[src/rtl/aes_dec_pkg.sv]
// Shared types and constants for the AES-256 decrypt round sequencer.
package aes_dec_pkg;

    localparam int AES256_NR = 14;

    localparam logic [1:0] MSEL_ARK = 2'd0;
    localparam logic [1:0] MSEL_ISR = 2'd1;
    localparam logic [1:0] MSEL_ISB = 2'd2;
    localparam logic [1:0] MSEL_IMC = 2'd3;

    typedef enum logic [3:0] {
        S_IDLE,
        S_ARK0,
        S_ISR,
        S_ISB,
        S_ARK,
        S_IMC,
        S_FISR,
        S_FISB,
        S_FARK,
        S_DONE
    } sched_state_t;

    // Any state that waits on a sub-block handshake.
    function automatic logic is_step(input sched_state_t s);
        return (s != S_IDLE) && (s != S_DONE);
    endfunction

endpackage

[src/rtl/aes_sched_wdog.sv]
// Per-step watchdog: counts cycles spent in one step state, flags TIMEOUT.
module aes_sched_wdog #(
    parameter int TIMEOUT = 1023
) (
    input  logic i_clk,
    input  logic i_rst,
    input  logic i_en,
    input  logic i_clr,
    output logic o_timeout
);
    localparam int CW = $clog2(TIMEOUT + 1);

    logic [CW-1:0] r_cnt;

    always_ff @(posedge i_clk or posedge i_rst) begin
        if (i_rst)
            r_cnt <= '0;
        else if (i_clr)
            r_cnt <= '0;
        else if (i_en)
            r_cnt <= r_cnt + CW'(1);
    end

    // Fires in the TIMEOUT-th cycle of the step.
    assign o_timeout = i_en && (r_cnt == CW'(TIMEOUT - 1));

endmodule

[src/rtl/aes_dec_round_sched.sv]
// AES-256 inverse-cipher round sequencer; optional watchdog under AES_SCHED_WDOG_EN.
module aes_dec_round_sched
    import aes_dec_pkg::*;
#(
    parameter int NR      = AES256_NR,
    parameter int TIMEOUT = 1023
) (
    input  logic       ap_clk,
    input  logic       ap_rst,
    input  logic       ap_start,
    output logic       ap_done,
    output logic       ap_idle,
    output logic       ap_ready,
    output logic       ark_start,
    output logic [4:0] ark_n,
    input  logic       ark_ready,
    output logic       isr_start,
    input  logic       isr_ready,
    output logic       isb_start,
    input  logic       isb_ready,
    output logic       imc_start,
    input  logic       imc_ready,
    output logic [1:0] mem_sel,
    output logic [4:0] round,
    output logic       err
);
    sched_state_t r_state, w_state_nxt;
    logic [4:0]   r_round, w_round_nxt;
    logic         w_wdog_to;

`ifdef AES_SCHED_WDOG_EN
    logic w_step, w_chg;
    assign w_step = is_step(r_state);
    assign w_chg  = (w_state_nxt != r_state);

    aes_sched_wdog #(.TIMEOUT(TIMEOUT)) u_wdog (
        .i_clk     (ap_clk),
        .i_rst     (ap_rst),
        .i_en      (w_step),
        .i_clr     (w_chg),
        .o_timeout (w_wdog_to)
    );
`else
    logic w_unused_cfg;
    assign w_unused_cfg = (TIMEOUT != 0);
    assign w_wdog_to    = 1'b0;
`endif

    always_ff @(posedge ap_clk or posedge ap_rst) begin
        if (ap_rst) begin
            r_state <= S_IDLE;
            r_round <= '0;
        end else begin
            r_state <= w_state_nxt;
            r_round <= w_round_nxt;
        end
    end

    always_comb begin
        w_state_nxt = r_state;
        w_round_nxt = r_round;
        ark_start   = 1'b0;
        isr_start   = 1'b0;
        isb_start   = 1'b0;
        imc_start   = 1'b0;
        ark_n       = '0;
        mem_sel     = MSEL_ARK;
        ap_done     = 1'b0;
        case (r_state)
            S_IDLE: begin
                if (ap_start) begin
                    w_round_nxt = 5'(NR - 1);
                    w_state_nxt = S_ARK0;
                end
            end
            S_ARK0: begin
                ark_start = 1'b1;
                ark_n     = 5'(NR);
                if (ark_ready) w_state_nxt = S_ISR;
            end
            S_ISR: begin
                isr_start = 1'b1;
                mem_sel   = MSEL_ISR;
                if (isr_ready) w_state_nxt = S_ISB;
            end
            S_ISB: begin
                isb_start = 1'b1;
                mem_sel   = MSEL_ISB;
                if (isb_ready) w_state_nxt = S_ARK;
            end
            S_ARK: begin
                ark_start = 1'b1;
                ark_n     = r_round;
                if (ark_ready) w_state_nxt = S_IMC;
            end
            S_IMC: begin
                imc_start = 1'b1;
                mem_sel   = MSEL_IMC;
                // Round 1 skips InvMixColumns' successor loop and enters the final round.
                if (imc_ready) begin
                    if (r_round == 5'd1) begin
                        w_state_nxt = S_FISR;
                    end else begin
                        w_round_nxt = r_round - 5'd1;
                        w_state_nxt = S_ISR;
                    end
                end
            end
            S_FISR: begin
                isr_start = 1'b1;
                mem_sel   = MSEL_ISR;
                if (isr_ready) w_state_nxt = S_FISB;
            end
            S_FISB: begin
                isb_start = 1'b1;
                mem_sel   = MSEL_ISB;
                if (isb_ready) w_state_nxt = S_FARK;
            end
            S_FARK: begin
                ark_start = 1'b1;
                ark_n     = 5'd0;
                if (ark_ready) w_state_nxt = S_DONE;
            end
            S_DONE: begin
                ap_done     = 1'b1;
                w_state_nxt = S_IDLE;
            end
            default: w_state_nxt = S_IDLE;
        endcase

        // A stuck sub-block aborts the run but still completes the ap handshake.
        if (w_wdog_to) begin
            ark_start   = 1'b0;
            isr_start   = 1'b0;
            isb_start   = 1'b0;
            imc_start   = 1'b0;
            w_round_nxt = r_round;
            w_state_nxt = S_DONE;
        end
    end

    assign ap_ready = ap_done;
    assign ap_idle  = (r_state == S_IDLE) && !ap_start;
    assign round    = r_round;
    assign err      = w_wdog_to;

endmodule
[config.mk]
export PLATFORM = sky130hd
export DESIGN_NAME = aes_dec_round_sched
export DESIGN_NICKNAME = d
export VERILOG_FILES = /design/src/rtl/aes_dec_pkg.sv /design/src/rtl/aes_sched_wdog.sv /design/src/rtl/aes_dec_round_sched.sv
export SDC_FILE = /design/constraint.sdc
export NUM_CORES = 1
export LEC_CHECK = 0
export BUFFER_PORTS_ARGS = -buffer_cell sky130_fd_sc_hd__clkbuf_2
export CORE_MARGIN = 8
export CORE_UTILIZATION = 35
export CTS_CLUSTER_DIAMETER = 30
export DETAILED_ROUTE_END_ITERATION = 10
export GPL_TIMING_DRIVEN = 0
export PLACE_DENSITY = 0.56
export RECOVER_POWER = 100
export SYNTH_ARGS = -nofsm -noshare
export SYNTH_HDL_FRONTEND = slang
export SYNTH_SLANG_ARGS = --single-unit
[constraint.sdc]
create_clock -name ap_clk -period 3.3 [get_ports ap_clk]
set_clock_uncertainty 0.15 [all_clocks]
set_input_delay 0.66 -clock ap_clk [delete_from_list [all_inputs] [get_ports ap_clk]]
set_output_delay 0.66 -clock ap_clk [all_outputs]
set_load 0.005 [all_outputs]
* After elaboration in Yosys (flattened, before gate mapping) *
Cells that the tools add are included.

operators by class
  add/sub/neg operators = 1
  eq/ne operators = 20
  multiplexer cells = 22
  reductions and logical operators = 9

operator list
  kind                                                                count
  4-bit 2-to-1 mux                                                    9
  4-bit one-hot mux with 9 select lines                               1
  2-bit inequality test, second input constant                        10
  5-bit one-hot mux with 2 select lines                               2
  4-bit by 3-bit == test with 1-bit output, second input constant     4
  5-bit 2-to-1 mux                                                    3
  9-bit AND reduction                                                 1
  4-bit by 2-bit == test with 1-bit output, second input constant     2
  4-bit == test, second input constant                                2
  2-bit one-hot mux with 3 select lines                               1
  5-bit by 1-bit == test with 1-bit output, second input constant     1
  1-bit 2-to-1 mux                                                    5
  5-bit by 1-bit subtractor with 5-bit output, second input constant  1
  4-bit by 1-bit == test with 1-bit output, second input constant     1
  4-bit zero test                                                     1
  4-bit AND reduction                                                 1
  2-bit OR reduction                                                  2
  3-bit 2-to-1 mux                                                    1
  3-bit OR reduction                                                  1
  2-bit nonzero test                                                  1
  1-bit logical AND                                                   1
  1-bit zero test                                                     1

storage, ports and cells
  register bits after elaboration = 9
  input bits = 7
  output and inout bits = 20
  logic and storage cells = 54

* Longest topological paths before layout *
  word-level depth = 4
  mapped depth = 6
  mapped depth without buffers = 6

* Worst setup path after synthesis *
OpenSTA, ideal clock, no wires.

  kind = register to output
  start point = reg r_state[1]
  end point = out ark_n[0]
  arrival = 1175 ps
  data required time = 2490 ps
  setup slack = 1315 ps
  cell stages (with the launch flop) = 5
  path buffers = 2
  cell sequence = dfrtp_1 buf_4 or2_2 clkbuf_1 nor4_1

between the ends
  longest elaborated chain between the ends = 2
  elaborated cells on any way between the ends = 3
  classes of those cells = eq/ne: 2; mux: 1

RTL lines
  item                                                                                                  RTL line                   RTL
  from (decl)                                                                                           aes_dec_round_sched.sv:27  sched_state_t r_state, w_state_nxt;
  from (signal assigned)                                                                                aes_dec_round_sched.sv:54  r_state <= w_state_nxt;
  4-bit by 3-bit == test with 1-bit output or 4-bit by 1-bit == test with 1-bit output (tied branches)  aes_dec_round_sched.sv:69  case (r_state)
  5-bit one-hot mux with 2 select lines *                                                               aes_dec_round_sched.sv:69
  to (decl)                                                                                             aes_dec_round_sched.sv:15  output logic [4:0] ark_n,

Every way passes the cells marked *; elsewhere a longest branch is shown, timed or not.

* Worst setup path after layout *
  start point = reg r_state[1]
  end point = out mem_sel[1]

between the ends
  longest elaborated chain between the ends = 3
  elaborated cells on any way between the ends = 8
  classes of those cells = eq/ne: 5; mux: 1; reduce/logical: 2

RTL lines
  item                                                                                                  RTL line                   RTL
  4-bit by 3-bit == test with 1-bit output or 4-bit by 2-bit == test with 1-bit output (tied branches)  aes_dec_round_sched.sv:69
  2-bit OR reduction (no line)                                                                          --
  2-bit one-hot mux with 3 select lines *                                                               aes_dec_round_sched.sv:69
  to (decl)                                                                                             aes_dec_round_sched.sv:23  output logic [1:0] mem_sel,

Marked as above.

==> results.toml <==
[status]
outcome = "finished, final reports clean"

[detailed_routing]
ant_nets = 0
totalWireLength_um = 2157
num_vias = 792
drt-initial-drc-count = 29
detail_route.wl_per_cell_um = 14.28
drc = 0
via_to_cell_ratio = 5.245
firstDrtPassIters = 4

[power]
seq_power_share_pct = 23.5
p_per_area_mw_per_mm2 = 838.4
ir_worst_vdd_uv = 364.5
power.switching_fraction_pct = 48.12
leakagePower_nw = 0.4325
clock_power_share_pct = 12.1
p_int_mw = 0.3930
pwr-share-comb_pct = 64.4
fin_total_pwr_mw = 0.7574
switchingPower_mw = 0.3644

[clock_network]
cts_clock_pin_slew_for_the_worst_setup_and_hold_paths_ns = 0.07
postCtsResizedCells = 0
cts_root_buffer_type = "clkbuf_4"
number_of_sinks_driven_by_the_clock_tree = 9
htree_num_levels = 1
cts_tree = "built"
max-clock-path-buffers = 2
numCtsBuffers = 3
postCtsHoldBufs = 0
clock_insertion_delay_worst_skew_ns = 0.27
postCtsSetupRepairBufs = 0

[synth]
postSynth.asyncResetShare_pct = 100.0
syn_area_sq_um = 790.8
ys_ff_latch = 9
synth_area_per_cell_sq_um = 8.412
gate_count_post_synth = 94
yosys_warnings = 0
ys_dominant_reg_cell = "dfrtp_1"
post_synth_edffs = 0
ys_seq_area_share_pct = 28.48
syn-num-nets = 103
synth_cell_type_count = 41

[sta]
max_freq_mhz = 361.8
timing.max_slew.rel_slack_pct = 52.17
grt_setup_unrepaired = "no"
min_period_ns = 2.764
finalMaxSlewViolations = 0
setup-tns-final_ns = 0
worst_hold_slack_ns = 0.1787
worst_pin_slew_ns = 0.7075
finalHoldViolCount = 0
final_report_setup_violation_count = 0
final.period_utilization_pct = 83.77
worst_slack_ns = 0.5358

[worst_setup_path]
worstRegToRegCells = 5
startpoint_type = "register"
timing.critical_path.to_type = "output port"
required_ns = 2.49
reg2reg_slack_ns = 1.24
maximum_fanout_along_the_worst_path = 10
worst-setup-path-type = "register to output port"
critical_path_arrival_ns = 1.95
rr_startpoint = "r_state[0]$_DFFE_PP0P_"
start_point_of_the_critical_path = "r_state[1]$_DFFE_PP0P_"
r2r_end = "round[1]$_DFFE_PP0P_"

[place]
placed_cells_incl_taps = 147
dpl.hpwl_um = 1687
pre_cts_ws_ns = 1.046
io_buffers = 25
placedInstanceArea_sq_um = 950.9
routabilityCongestion = 0.7827

[global_route]
grt_usage_pct = 11.06
grt_start_max_net_pins = 11
overflow_after_grt = 0
first_global_vias = 779
grt_pass1_wl_um = 3650
grt_antenna_before_repair = 0

[floorplan]
initial_core_util_pct = 36.45
dieArea_sq_mm = 0.004036
die_w_um = 63.53
i_o_pin_count = 27
floorplan.die.height_um = 63.53
core_area_sq_mm = 0.002170
core.rowCount = 17

[run]
maxCapViolations = 0

[worst_hold_path]
hold_path.class = "input port to async pin"

[finish]
syn_to_final_growth_pct = 14.24
drive_gt1_share_pct = 21.14
final_cells = 151
finish.instance_area_sq_um = 903.4
n_antenna_cell = 0
final_net_count = 133
final_core_utilization_pct = 41.64
==> power by group through the flow <==
| stage | sequential, mW | combinational, mW | clock [mW] |
|---|---|---|---|
| global placement | 0.186 | 0.545 | 0 |
| CTS | 0.184 | 0.551 | 0.0922 |
| finish | 0.178 | 0.488 | 0.0915 |
| detailed placement | 0.186 | 0.549 | 0 |
| global route | 0.185 | 0.552 | 0.0978 |
| floorplan | 0.179 | 0.390 | 0 |
==> cell usage after synthesis (2+ instances only) <==
| cell type | number | area [sq um] |
|---|---|---|
| nor2_1 | 5 | 18.77 |
| and3_1 | 2 | 12.51 |
| nand3_1 | 3 | 15.01 |
| o21ai_1 | 2 | 10.01 |
| nand2_1 | 7 | 26.28 |
| or2_2 | 2 | 12.51 |
| inv_1 | 10 | 37.54 |
| nor3_1 | 3 | 15.01 |
| nand2b_1 | 3 | 18.77 |
| dfrtp_1 | 9 | 225.2 |
| a21oi_1 | 8 | 40.04 |
| buf_6 | 3 | 33.78 |
| o31ai_1 | 3 | 22.52 |
| ha_1 | 2 | 25.02 |
| nor4_1 | 2 | 12.51 |
| buf_4 | 3 | 22.52 |
| o21ai_0 | 2 | 10.01 |
| a211o_1 | 2 | 17.52 |
==> layout by cell type, fill, tap and decap left out, types with 2 or more instances in the layout <==
master    netlist  layout
nand2b_1        3       3
clkbuf_1        1      15
o31ai_1         3       3
nor2_1          5       6
clkbuf_4        0       3
or2_2           2       2
o21ai_0         2       2
inv_1          10      10
a211o_1         2       2
ha_1            2       2
dfrtp_1         9       9
clkbuf_2        0      14
o21ai_1         2       2
a211oi_1        1       2
nor4_1          2       2
buf_4           3       2
and3_1          2       2
buf_6           3       2
a21oi_1         8       8
nor3_1          3       3
nand3_1         3       3
nand2_1         7       8
==> registers in the layout, summed over array words and instances (netlist names) <==
| name | flops |
|---|---|
| r_state | 4 |
| round | 5 |
==> layout make-up <==
cell class | count | area [sq um]
flip-flops and latches | 9 | 225.2
clock buffers | 4 | 26.28
inverters | 10 | 37.54
multi-input cells | 67 | 414.1
repair buffers | 25 | 111.4
well taps | 28 | 35.03
fillers | 258 | 1266
plain buffers | 8 | 53.80
==> per-layer routing <==
| layer | part of all wire [%] | wire length (um) | track usage (%) |
|---|---|---|---|
| met5 | 0 | 0 | 0 |
| met4 | 2.5 | 54 | 6.685 |
| met3 | 6.2 | 133 | 2.473 |
| met2 | 44 | 955 | 16.73 |
| met1 | 47 | 1013 | 13.84 |
==> worst max-delay path by stage <==
stage	depth (start not counted)	to	slack, ns
after CTS	5	ark_n[4]	0.75
after global placement	5	ark_n[4]	1.06
after detailed placement	5	ark_n[4]	1.05
after global routing	6	mem_sel[1]	0.34
after floorplan	4	ark_n[0]	1.32
final	6	mem_sel[1]	0.54
==> critical path, stage by stage, from the launching register on <==
cell and delay [ns]:
dfrtp_1 0.37, clkbuf_1 0.20, nor2_1 0.40, nand3_1 0.31
inv_1 0.17, or2_2 0.12, clkbuf_1 0.11
==> logic make-up (layout without fill, tap and decap cells) <==
kind of cell / Yosys count / count (layout) / synth area share, %
fa+ha+maj: 2 / 2 / 3.164
xor+xnor: 1 / 1 / 1.108
simple gates: 34 / 34 / 25.79
other cells: 1 / 1 / 0.4742
compound gates: 29 / 29 / 28.01
flops: 9 / 9 / 28.48
buf+inv: 18 / 47 / 12.97
No activity file was read; power rests on OpenSTA's default activity.
